===== config.mk =====
export PLATFORM = sky130hd
export DESIGN_NAME = sram_axi_bridge_flat
export DESIGN_NICKNAME = d
export VERILOG_FILES = /design/src/rtl/sram_axi_bridge_pkg.sv /design/src/rtl/sram_axi_bridge_if.sv /design/src/rtl/sram_axi_req_reg.sv /design/src/rtl/sram_axi_bridge.sv /design/src/flat_wrapper.sv
export SDC_FILE = /design/constraint.sdc
export NUM_CORES = 1
export LEC_CHECK = 0
export ABC_AREA = 1
export CAP_MARGIN = 40
export CORE_AREA = 3 3 269 271
export CTS_CLUSTER_DIAMETER = 120
export DETAILED_ROUTE_END_ITERATION = 6
export DIE_AREA = 0 0 272 274
export HOLD_SLACK_MARGIN = 0.05
export PLACE_DENSITY = 0.43
export SLEW_MARGIN = 20
export SYNTH_ARGS = -nofsm -noshare
export SYNTH_HDL_FRONTEND = slang
export SYNTH_SLANG_ARGS = --single-unit

===== constraint.sdc =====
create_clock -name clk -period 1.5 [get_ports clk]
set_input_delay 0.3 -clock clk [delete_from_list [all_inputs] [get_ports clk]]
set_output_delay 0.3 -clock clk [all_outputs]
set_load 0.02 [all_outputs]

===== src/rtl/sram_axi_bridge_pkg.sv =====
// Shared types and constants for the SRAM-port to AXI4-Lite bridge.
package sram_axi_bridge_pkg;

   typedef enum logic [2:0] {
      ST_IDLE,
      ST_RD_A,
      ST_RD_D,
      ST_WR_AW,
      ST_WR_B
   } state_e;

   localparam logic [1:0] AXI_RESP_OKAY = 2'b00;

   localparam logic SEL_INST = 1'b0;
   localparam logic SEL_DATA = 1'b1;

endpackage


===== src/rtl/sram_axi_bridge_if.sv =====
// Single-beat AXI4-Lite-style channel bundle between bridge and interconnect.
interface sram_axi_bridge_if #(
   parameter int ADDR_W = 64,
   parameter int DATA_W = 64
);
   logic [ADDR_W-1:0]   m_awaddr;
   logic                m_awvalid;
   logic                m_awready;
   logic [DATA_W-1:0]   m_wdata;
   logic [DATA_W/8-1:0] m_wstrb;
   logic                m_wvalid;
   logic                m_wready;
   logic                m_bvalid;
   logic                m_bready;
   logic [1:0]          m_bresp;
   logic [ADDR_W-1:0]   m_araddr;
   logic                m_arvalid;
   logic                m_arready;
   logic                m_rvalid;
   logic                m_rready;
   logic [1:0]          m_rresp;
   logic [DATA_W-1:0]   m_rdata;

   modport master (
      output m_awaddr, m_awvalid,
      input  m_awready,
      output m_wdata, m_wstrb, m_wvalid,
      input  m_wready,
      input  m_bvalid, m_bresp,
      output m_bready,
      output m_araddr, m_arvalid,
      input  m_arready,
      input  m_rvalid, m_rresp, m_rdata,
      output m_rready
   );

   modport slave (
      input  m_awaddr, m_awvalid,
      output m_awready,
      input  m_wdata, m_wstrb, m_wvalid,
      output m_wready,
      output m_bvalid, m_bresp,
      input  m_bready,
      input  m_araddr, m_arvalid,
      output m_arready,
      output m_rvalid, m_rresp, m_rdata,
      input  m_rready
   );

endinterface


===== src/rtl/sram_axi_req_reg.sv =====
// Per-port completion flag and registered read data.
module sram_axi_req_reg
   import sram_axi_bridge_pkg::*;
#(
   parameter int DATA_W = 64
) (
   input  logic              clk,
   input  logic              rst_n,
   input  logic              i_clr,
   input  logic              i_set,
   input  logic              i_load,
   input  logic [DATA_W-1:0] i_rdata,
   output logic              o_done,
   output logic [DATA_W-1:0] o_rdata
);

   logic              r_done;
   logic [DATA_W-1:0] r_rdata;

   always_ff @(posedge clk or negedge rst_n) begin
      if (!rst_n) begin
         r_done  <= 1'b0;
         r_rdata <= '0;
      end else begin
         // set and clear never coincide: clear only happens while idle
         if (i_clr)
            r_done <= 1'b0;
         else if (i_set)
            r_done <= 1'b1;
         if (i_load)
            r_rdata <= i_rdata;
      end
   end

   assign o_done  = r_done;
   assign o_rdata = r_rdata;

endmodule


===== src/rtl/sram_axi_bridge.sv =====
// Serializes inst/data SRAM-style ports onto one single-beat AXI master.
// Optional SRAM_AXI_BRIDGE_ERR_EN adds sticky bus_err / bus_err_addr.
module sram_axi_bridge
   import sram_axi_bridge_pkg::*;
#(
   parameter int ADDR_W = 64,
   parameter int DATA_W = 64
) (
   input  logic                clk,
   input  logic                rst_n,
   input  logic                inst_sram_en,
   input  logic [DATA_W/8-1:0] inst_sram_we,
   input  logic [ADDR_W-1:0]   inst_sram_addr,
   input  logic [DATA_W-1:0]   inst_sram_wdata,
   output logic [DATA_W-1:0]   inst_sram_rdata,
   input  logic                data_sram_en,
   input  logic [DATA_W/8-1:0] data_sram_we,
   input  logic [ADDR_W-1:0]   data_sram_addr,
   input  logic [DATA_W-1:0]   data_sram_wdata,
   output logic [DATA_W-1:0]   data_sram_rdata,
   output logic                stallreq_axi,
`ifdef SRAM_AXI_BRIDGE_ERR_EN
   output logic                bus_err,
   output logic [ADDR_W-1:0]   bus_err_addr,
`endif
   sram_axi_bridge_if.master   m
);

   localparam int STRB_W = DATA_W / 8;

   state_e              r_state;
   logic                r_sel;
   logic [ADDR_W-1:0]   r_addr;
   logic [STRB_W-1:0]   r_strb;
   logic [DATA_W-1:0]   r_wdata;
   logic                r_arvalid;
   logic                r_awvalid;
   logic                r_wvalid;
   logic                r_rready;
   logic                r_bready;

   logic                w_inst_done;
   logic                w_data_done;
   logic                w_inst_pend;
   logic                w_data_pend;
   logic                w_r_fire;
   logic                w_b_fire;
   logic                w_aw_ok;
   logic                w_w_ok;
   logic                w_inst_set;
   logic                w_data_rd;
   logic [ADDR_W-1:0]   w_addr_al;

   assign w_inst_pend  = inst_sram_en & ~w_inst_done;
   assign w_data_pend  = data_sram_en & ~w_data_done;
   assign stallreq_axi = w_inst_pend | w_data_pend;

   assign w_r_fire = r_rready & m.m_rvalid;
   assign w_b_fire = r_bready & m.m_bvalid;
   assign w_aw_ok  = ~r_awvalid | m.m_awready;
   assign w_w_ok   = ~r_wvalid | m.m_wready;

   assign w_inst_set = w_r_fire & (r_sel == SEL_INST);
   assign w_data_rd  = w_r_fire & (r_sel == SEL_DATA);
   assign w_addr_al  = {r_addr[ADDR_W-1:3], 3'b000};

   always_ff @(posedge clk or negedge rst_n) begin
      if (!rst_n) begin
         r_state   <= ST_IDLE;
         r_sel     <= SEL_INST;
         r_addr    <= '0;
         r_strb    <= '0;
         r_wdata   <= '0;
         r_arvalid <= 1'b0;
         r_awvalid <= 1'b0;
         r_wvalid  <= 1'b0;
         r_rready  <= 1'b0;
         r_bready  <= 1'b0;
      end else begin
         unique case (r_state)
            ST_IDLE: begin
               if (w_data_pend) begin
                  r_sel   <= SEL_DATA;
                  r_addr  <= data_sram_addr;
                  r_strb  <= data_sram_we;
                  r_wdata <= data_sram_wdata;
                  if (|data_sram_we) begin
                     r_state   <= ST_WR_AW;
                     r_awvalid <= 1'b1;
                     r_wvalid  <= 1'b1;
                  end else begin
                     r_state   <= ST_RD_A;
                     r_arvalid <= 1'b1;
                  end
               end else if (w_inst_pend) begin
                  r_sel     <= SEL_INST;
                  r_addr    <= inst_sram_addr;
                  r_strb    <= '0;
                  r_wdata   <= '0;
                  r_state   <= ST_RD_A;
                  r_arvalid <= 1'b1;
               end
            end
            ST_RD_A: begin
               if (m.m_arready) begin
                  r_arvalid <= 1'b0;
                  r_rready  <= 1'b1;
                  r_state   <= ST_RD_D;
               end
            end
            ST_RD_D: begin
               if (m.m_rvalid) begin
                  r_rready <= 1'b0;
                  r_state  <= ST_IDLE;
               end
            end
            ST_WR_AW: begin
               // AW and W retire independently; B waits for both
               if (m.m_awready) r_awvalid <= 1'b0;
               if (m.m_wready)  r_wvalid  <= 1'b0;
               if (w_aw_ok && w_w_ok) begin
                  r_bready <= 1'b1;
                  r_state  <= ST_WR_B;
               end
            end
            ST_WR_B: begin
               if (m.m_bvalid) begin
                  r_bready <= 1'b0;
                  r_state  <= ST_IDLE;
               end
            end
            default: r_state <= ST_IDLE;
         endcase
      end
   end

   assign m.m_araddr  = w_addr_al;
   assign m.m_arvalid = r_arvalid;
   assign m.m_rready  = r_rready;
   assign m.m_awaddr  = w_addr_al;
   assign m.m_awvalid = r_awvalid;
   assign m.m_wdata   = r_wdata;
   assign m.m_wstrb   = r_strb;
   assign m.m_wvalid  = r_wvalid;
   assign m.m_bready  = r_bready;

   sram_axi_req_reg #(.DATA_W(DATA_W)) u_inst (
      .clk     (clk),
      .rst_n   (rst_n),
      .i_clr   (~stallreq_axi),
      .i_set   (w_inst_set),
      .i_load  (w_inst_set),
      .i_rdata (m.m_rdata),
      .o_done  (w_inst_done),
      .o_rdata (inst_sram_rdata)
   );

   sram_axi_req_reg #(.DATA_W(DATA_W)) u_data (
      .clk     (clk),
      .rst_n   (rst_n),
      .i_clr   (~stallreq_axi),
      .i_set   (w_data_rd | w_b_fire),
      .i_load  (w_data_rd),
      .i_rdata (m.m_rdata),
      .o_done  (w_data_done),
      .o_rdata (data_sram_rdata)
   );

`ifdef SRAM_AXI_BRIDGE_ERR_EN
   logic              r_bus_err;
   logic [ADDR_W-1:0] r_bus_err_addr;
   logic              w_err;

   assign w_err = (w_r_fire & (m.m_rresp != AXI_RESP_OKAY))
                | (w_b_fire & (m.m_bresp != AXI_RESP_OKAY));

   // first failing address is kept until reset
   always_ff @(posedge clk or negedge rst_n) begin
      if (!rst_n) begin
         r_bus_err      <= 1'b0;
         r_bus_err_addr <= '0;
      end else if (w_err && !r_bus_err) begin
         r_bus_err      <= 1'b1;
         r_bus_err_addr <= r_addr;
      end
   end

   assign bus_err      = r_bus_err;
   assign bus_err_addr = r_bus_err_addr;
`else
   logic w_unused_resp;
   assign w_unused_resp = ^{m.m_rresp, m.m_bresp};
`endif

   // inst port is read-only; byte offset is dropped on the bus
   logic w_unused_in;
   assign w_unused_in = ^{inst_sram_we, inst_sram_wdata, r_addr[2:0]};

endmodule


===== src/flat_wrapper.sv =====
// flat-port wrapper written by rule: the top's interface ports become plain ports
module sram_axi_bridge_flat import sram_axi_bridge_pkg::*;
#(
   parameter int ADDR_W = 64,
   parameter int DATA_W = 64
)
  (clk, rst_n, inst_sram_en, inst_sram_we, inst_sram_addr, inst_sram_wdata, inst_sram_rdata, data_sram_en, data_sram_we, data_sram_addr, data_sram_wdata, data_sram_rdata, stallreq_axi, m_m_awaddr, m_m_awvalid, m_m_awready, m_m_wdata, m_m_wstrb, m_m_wvalid, m_m_wready, m_m_bvalid, m_m_bresp, m_m_bready, m_m_araddr, m_m_arvalid, m_m_arready, m_m_rvalid, m_m_rresp, m_m_rdata, m_m_rready);
  sram_axi_bridge_if #(.ADDR_W(ADDR_W), .DATA_W(DATA_W)) m_i ();
  input  logic clk;
  input  logic rst_n;
  input  logic inst_sram_en;
  input  logic [DATA_W/8-1:0] inst_sram_we;
  input  logic [ADDR_W-1:0] inst_sram_addr;
  input  logic [DATA_W-1:0] inst_sram_wdata;
  output logic [DATA_W-1:0] inst_sram_rdata;
  input  logic data_sram_en;
  input  logic [DATA_W/8-1:0] data_sram_we;
  input  logic [ADDR_W-1:0] data_sram_addr;
  input  logic [DATA_W-1:0] data_sram_wdata;
  output logic [DATA_W-1:0] data_sram_rdata;
  output logic stallreq_axi;
  output wire logic [$bits(m_i.m_awaddr)-1:0] m_m_awaddr;
  output wire logic [$bits(m_i.m_awvalid)-1:0] m_m_awvalid;
  input wire logic [$bits(m_i.m_awready)-1:0] m_m_awready;
  output wire logic [$bits(m_i.m_wdata)-1:0] m_m_wdata;
  output wire logic [$bits(m_i.m_wstrb)-1:0] m_m_wstrb;
  output wire logic [$bits(m_i.m_wvalid)-1:0] m_m_wvalid;
  input wire logic [$bits(m_i.m_wready)-1:0] m_m_wready;
  input wire logic [$bits(m_i.m_bvalid)-1:0] m_m_bvalid;
  input wire logic [$bits(m_i.m_bresp)-1:0] m_m_bresp;
  output wire logic [$bits(m_i.m_bready)-1:0] m_m_bready;
  output wire logic [$bits(m_i.m_araddr)-1:0] m_m_araddr;
  output wire logic [$bits(m_i.m_arvalid)-1:0] m_m_arvalid;
  input wire logic [$bits(m_i.m_arready)-1:0] m_m_arready;
  input wire logic [$bits(m_i.m_rvalid)-1:0] m_m_rvalid;
  input wire logic [$bits(m_i.m_rresp)-1:0] m_m_rresp;
  input wire logic [$bits(m_i.m_rdata)-1:0] m_m_rdata;
  output wire logic [$bits(m_i.m_rready)-1:0] m_m_rready;
  assign m_m_awaddr = m_i.m_awaddr;
  assign m_m_awvalid = m_i.m_awvalid;
  assign m_i.m_awready = m_m_awready;
  assign m_m_wdata = m_i.m_wdata;
  assign m_m_wstrb = m_i.m_wstrb;
  assign m_m_wvalid = m_i.m_wvalid;
  assign m_i.m_wready = m_m_wready;
  assign m_i.m_bvalid = m_m_bvalid;
  assign m_i.m_bresp = m_m_bresp;
  assign m_m_bready = m_i.m_bready;
  assign m_m_araddr = m_i.m_araddr;
  assign m_m_arvalid = m_i.m_arvalid;
  assign m_i.m_arready = m_m_arready;
  assign m_i.m_rvalid = m_m_rvalid;
  assign m_i.m_rresp = m_m_rresp;
  assign m_i.m_rdata = m_m_rdata;
  assign m_m_rready = m_i.m_rready;
  sram_axi_bridge #(.ADDR_W(ADDR_W), .DATA_W(DATA_W)) u_core (.clk(clk), .rst_n(rst_n), .inst_sram_en(inst_sram_en), .inst_sram_we(inst_sram_we), .inst_sram_addr(inst_sram_addr), .inst_sram_wdata(inst_sram_wdata), .inst_sram_rdata(inst_sram_rdata), .data_sram_en(data_sram_en), .data_sram_we(data_sram_we), .data_sram_addr(data_sram_addr), .data_sram_wdata(data_sram_wdata), .data_sram_rdata(data_sram_rdata), .stallreq_axi(stallreq_axi), .m(m_i));
endmodule

==> key figures, run 1 <==
Die
  • Rows: 97
  • Die area: 74,500 sq um
  • Die width: 272 um
  • Starting density of the core: 16.5%
  • Core Area: 70,000 sq um
  • Ports: 683
  • Chip Height: 274 um

Clocking
  • Num CTS Buffers: 37
  • CTS Sinks: 272
  • Worst skew pair latency: 0.54 ns
  • H-tree depth: 2
  • CTS tree: built
  • CTS Root Cell: clkbuf_16
  • Clock buffer depth: 3
  • Clock slew at reported path FFs: 0.05 ns

Layout
  • Post-route insts no fill: 2,919
  • Nets: 2,302
  • P&R area growth vs syn: 68.0%
  • Layout cell share with drive strength beyond 1: 28.1%
  • Final Util: 27.8%

Global route
  • Pin count of the biggest net entering global routing: 59
  • Gr ovfl total: 0
  • Number of global-route vias before repair: 11,339
  • GRT Total Usage: 12.7%
  • First-pass GRT wire length: 73,000 um
  • Initial antenna violation count: 6

STA
  • RSZ-0062 raised after global routing: true
  • Skew final: 0.0157 ns
  • Final min period: 1.68 ns
  • Crit share post-route: 112%
  • Final Hold Violating Endpoints: 0
  • Setup-failing EPs final: 140
  • Final Slew Violations: 0
  • Max frequency: 594 MHz
  • Final TNS setup: -13.25 ns
  • Worst setup margin: -0.184 ns
  • Hold Worst Slack: 0.221 ns

Placement
  • Hpwl dp: 35,300 um
  • Buffers on Ports: 594
  • Dpl cells: 2,803
  • Routability Congestion: 0.813

Logic synthesis
  • Synthesized flop and latch total: 272
  • Netlist cell types: 21
  • Cells after Synth: 1,333
  • Sequential fraction of the synthesis area: 58.8%
  • Avg Cell Area, Syn: 8.68 sq um
  • Top cells by area, synth: dfrtp_1 (59%), nand2_1 (17%), o21ai_0 (6.1%), inv_1 (4.8%), buf_4 (4.4%)
  • Syn. warnings: 0
  • Area leader, netlist: dfrtp_1
  • Top-area cell type share of the netlist area: 58.8%
  • Cell Area, Synth: 11,600 sq um

Power
  • Leakage power: 0.0102 uW
  • Total Power: 44,500 uW
  • PD cells: 2290 nW/um^2
  • Peak VDD IR: 0.00105 V

Drt
  • First-pass DRT Iterations: 4
  • Vias after detailed routing: 11,015
  • # DRC: 0
  • DRT iter0 DRCs: 448
  • Number of antenna-violating nets in the routed design: 0
  • Drt via density: 3.77
  • Total Wirelength: 51,400 um
  • Average routed wire per standard cell: 17.6 um

Worst setup path
  • Critical setup path kind: register to output pin
  • Crit path launch type: register
  • Crit path DAT: 1.38 ns
  • Crit end category: output pin
  • Critical-path top delay cell: dfrtp_1
  • Worst-path cell chain: nor2_2 > inv_2 > nand2_2 > buf_6 > buf_6
  • Worst Path Required: 1.20 ns
  • R2R setup slack: -0.16 ns
  • Family with the most delay on the worst path: flip-flops
  • CP bufs+invs: 3
  • CP peak stage delay: 0.38 ns
  • Worst path most repeated cell: buf_6
  • Largest fanout on the critical path: 2

Run status
  • Outcome: complete, but fails checks
  • Violated checks: negative setup slack

Hold path
  • Hold Crit Class: primary input to asynchronous set/reset pin

Flow run
  • Max-Cap Viols: 0
-- sequential cells by signal, summed over array words and instances, names as in the netlist --
register and count:
u_core.u_data.o_done 1, u_core.u_data.o_rdata 64, u_core.u_inst.o_done 1, u_core.u_inst.o_rdata 64
u_core.m.m_bready 1, u_core.m.m_arvalid 1, u_core.m.m_wstrb 8, u_core.r_state 3
u_core.r_sel 1, u_core.m.m_awvalid 1, u_core.m.m_rready 1, u_core.m.m_wvalid 1
u_core.r_addr 61, u_core.m.m_wdata 64
-- final timing paths --
| kind | startpoint | endpoint | cells after the start |
|---|---|---|---|
| min in group clk | data_sram_wdata[42] | u_core.m.m_wdata[42]$_DFFE_PN0P_ | 3 |
| setup / recovery | u_core.u_inst.o_done$_DFFE_PN0P_ | stallreq_axi | 5 |
| hold reg to reg | u_core.m.m_wdata[2]$_DFFE_PN0P_ | u_core.m.m_wdata[2]$_DFFE_PN0P_ | 2 |
| setup reg to reg | u_core.u_inst.o_done$_DFFE_PN0P_ | u_core.m.m_wdata[9]$_DFFE_PN0P_ | 12 |
| max in group asynchronous | rst_n | u_core.m.m_wdata[34]$_DFFE_PN0P_ | 4 |
| hold / removal | rst_n | u_core.u_data.o_rdata[29]$_DFFE_PN0P_ | 2 |
-- routing by layer --
layer / wire, um / track usage [%] / up-vias
li1: - / - / 5301
met3: 4670 / 4.98 / 73
met1: 20700 / 14.5 / 5221
met4: 1370 / 3.70 / 6
met2: 24600 / 22.1 / 414
met5: 41 / 0 / -
-- where the power goes --
group | total (uW) | leakage [uW] | switching, uW | internal [uW]
registers | 13000 | 0.00341 | 2270 | 10700
clock network | 8630 | 0.000576 | 3470 | 5160
logic | 22900 | 0.00617 | 13700 | 9160
total | 44500 | 0.0102 | 19500 | 25000
-- area by class of cell --
class	count	area [sq um]
well taps	940	1180
fillers	7629	50600
repair buffers	708	6100
repair inverters	3	42.5
clock buffers	50	1020
flip-flops and latches	272	6820
diodes	2	5.00
inverters	152	601
clock inverters	13	148
multi-input cells	779	3540
-- stage by stage --
stage | worst slack [ns] | instance area, sq um
floorplan | 0.0672 | 11600
global placement | -0.476 | 18700
detailed placement | -0.517 | 18700
CTS | -0.254 | 18800
global route | -0.302 | 19400
finish | -0.184 | 19400
-- cell families (layout without fill, tap and decap cells) --
logic type / count (synthesis) / in the layout / synth area share [%]
AOI/OAI and AO/OA: 208 / 208 / 10.4
and+or+nand+nor: 565 / 565 / 18.7
DFF: 272 / 272 / 58.8
buffers and inverters: 287 / 926 / 12.2
other: 1 / 8 / 0.0324
-- layout by cell type, fill, tap and decap left out, drive strengths merged --
cell type,n
nand2,541
buf,431
dfrtp,272
clkdlybuf4s50,265
inv,156
o21ai,140
o211ai,61
clkbuf,61
nor2,14
nand3,8
clkinv,8
a21oi,6
conb,6
diode,2
clkinvlp,2
bufinv,2
nand3b,1
nand4,1
a32o,1
dlygate4sd3,1
-- cell usage after synthesis (all sizes together) --
master / count
conb: 1
nand2: 541
a21oi: 6
nand4: 1
nor2: 14
buf: 95
nand3: 8
dfrtp: 272
o211ai: 61
nand3b: 1
o21ai: 140
clkbuf: 40
a32o: 1
inv: 152
-- timing repair --
item                                     CTS  global route
endpoints found under the hold margin    174             0
gates resized for setup                 1384            68
cloned                                     9            18
buffers inserted                          18             8
endpoints found under the setup margin   394           158
pin swaps                                  6            10
hold buffers                               1             0
Power figures use the tool's default switching activity.
==> inputs of run 2 (changes only) <==
CTS_CLUSTER_SIZE = 30   (was not set)
==> key figures, run 2 (same netlist as run 1, synthesis figures left out) <==
Die
  • Die area: 74,500 sq um
  • Die width: 272 um
  • Ports: 683
  • Starting density of the core: 16.5%
  • Chip Height: 274 um
  • Rows: 97
  • Core Area: 70,000 sq um

Power
  • Peak VDD IR: 0.000803 V
  • PD cells: 2160 nW/um^2
  • Leakage power: 0.00977 uW

Worst setup path
  • Cell depth of the worst flop-to-flop path: 11
  • Critical setup path kind: register to output pin
  • Worst-path cell chain: nor2_2 > inv_2 > nand2_2 > buf_6 > buf_6
  • Critical path origin: u_core.u_inst.o_done$_DFFE_PN0P_
  • Crit path DAT: 1.40 ns
  • Reg2reg end: u_core.r_addr[16]$_DFFE_PN0P_
  • CP peak stage delay: 0.41 ns
  • Crit end category: output pin
  • Crit path launch type: register
  • Worst Path Required: 1.20 ns
  • R2R setup slack: -0.15 ns
  • Largest fanout on the critical path: 2
  • FF-to-FF Start: u_core.u_inst.o_done$_DFFE_PN0P_
  • Critical-path top delay cell: dfrtp_1
  • Worst path most repeated cell: buf_6

Layout
  • Final instance area: 18,700 sq um
  • P&R area growth vs syn: 61.3%
  • Layout cell share with drive strength beyond 1: 25.7%
  • Most frequent cells in the layout: nand2_1 (536), buf_2 (284), clkdlybuf4s50_1 (265)
  • Nets: 2,279
  • Final Util: 26.7%
  • Most common cell after layout, fill and taps aside: nand2_1

Clocking
  • Num CTS Buffers: 14
  • CTS Sinks: 272
  • H-tree depth: 1
  • Clock buffer depth: 3
  • Clock slew at reported path FFs: 0.12 ns
  • Worst skew pair latency: 0.53 ns
  • CTS Root Cell: clkbuf_16
  • CTS tree: built

Run status
  • Violated checks: negative setup slack
  • Outcome: complete, but fails checks

Placement
  • Area after DPL: 18,700 sq um
  • Hpwl dp: 35,300 um
  • Pre-CTS setup slack: -0.517 ns
  • Buffers on Ports: 594
  • Routability Congestion: 0.813

STA
  • Final Slew Violations: 0
  • Setup-failing EPs final: 138
  • RSZ-0062 raised after global routing: true
  • Skew final: 0.0200 ns
  • Max frequency: 588 MHz
  • Final Hold Violating Endpoints: 0
  • Final TNS setup: -11.04 ns
  • Final min period: 1.70 ns
  • Worst setup margin: -0.201 ns
  • Crit share post-route: 113%
  • Hold Worst Slack: 0.209 ns

Drt
  • Drt via density: 3.74
  • Number of antenna-violating nets in the routed design: 0
  • First-pass DRT Iterations: 4
  • Total Wirelength: 50,200 um
  • Average routed wire per standard cell: 17.4 um
  • # DRC: 0
  • Vias after detailed routing: 10,762
  • DRT iter0 DRCs: 452

Global route
  • Initial antenna violation count: 6
  • Pin count of the biggest net entering global routing: 59
  • GRT Total Usage: 12.9%
  • Gr ovfl total: 0
  • Number of global-route vias before repair: 11,143
  • First-pass GRT wire length: 73,800 um

Flow run
  • Max-Cap Viols: 0

Hold path
  • Hold Crit Class: primary input to asynchronous set/reset pin
run 2: cell count changes in the layout (fill, tap and decap cells not counted), moves of 8 or more:
cell       previous run  this run
buf_2               303       284
buf_6                20        39
clkbuf_1              8         0
clkbuf_16            48        18
nand2_1             506       536
nand2_2              31         4
run 2: metal layers:
layer,track usage [%],vias up,wire length [um]
met4,3.09,6,1320
met5,0,-,41
met2,22.4,396,24400
met1,15.2,5074,20100
met3,4.50,45,4380
li1,-,5241,-
run 2: area by class of cell:
type | instances | area (sq um)
multi-input combinational | 779 | 3440
clock buffer | 15 | 375
clock inverter | 6 | 70.1
tap | 940 | 1180
timing repair buffer | 710 | 6170
inverter | 152 | 591
fill | 7622 | 51400
sequential | 272 | 6820
timing repair inverter | 1 | 20.0
antenna | 2 | 5.00
run 2: per-stage QoR:
step           cells  total power [uW]
2_1_floorplan   1338             24300
5_1_grt         2875             43300
3_3_place_gp    2803             35700
6_report        2877             40300
3_5_place_dp    2803             35900
4_1_cts         2865             40300
run 2: repair_timing:
item / CTS / global route
endpoints found under the hold margin: 174 / 0
hold buffers: 1 / 0
gates resized for setup: 1413 / 52
endpoints found under the setup margin: 416 / 179
pin swaps: 5 / 7
setup buffers: 25 / 9
gates cloned: 16 / 5
run 2: worst max-delay path by stage:
stage                                                   to  depth (start not counted)  slack [ns]
final                                         stallreq_axi                          5       -0.20
after global routing                          stallreq_axi                          5       -0.33
after CTS                                     stallreq_axi                          5       -0.28
after detailed placement      u_core.r_addr[9]$_DFFE_PN0P_                         10       -0.52
after global placement            u_core.r_sel$_DFFE_PN0P_                          7       -0.48
after floorplan           u_core.m.m_wdata[10]$_DFFE_PN0P_                         10        0.07
run 2: worst max-delay path: cells and delay by family (launching register included):
family | cells | cell delay, ns
DFF | 1 | 0.41
buffers and inverters | 3 | 0.26
and+or+nand+nor | 2 | 0.20
run 2: where the power goes:
group          switching [uW]  total (uW)  internal, uW
combinational           13500       22600          9170
clock                    2780        4700          1930
sequential               2250       12900         10700
total                   18500       40300         21800
==> inputs of run 3 (changes only) <==
SLEW_MARGIN = 10   (was 20)
==> results of run 3 <==
Final layout, timing and power as in run 2 (identical DEF).
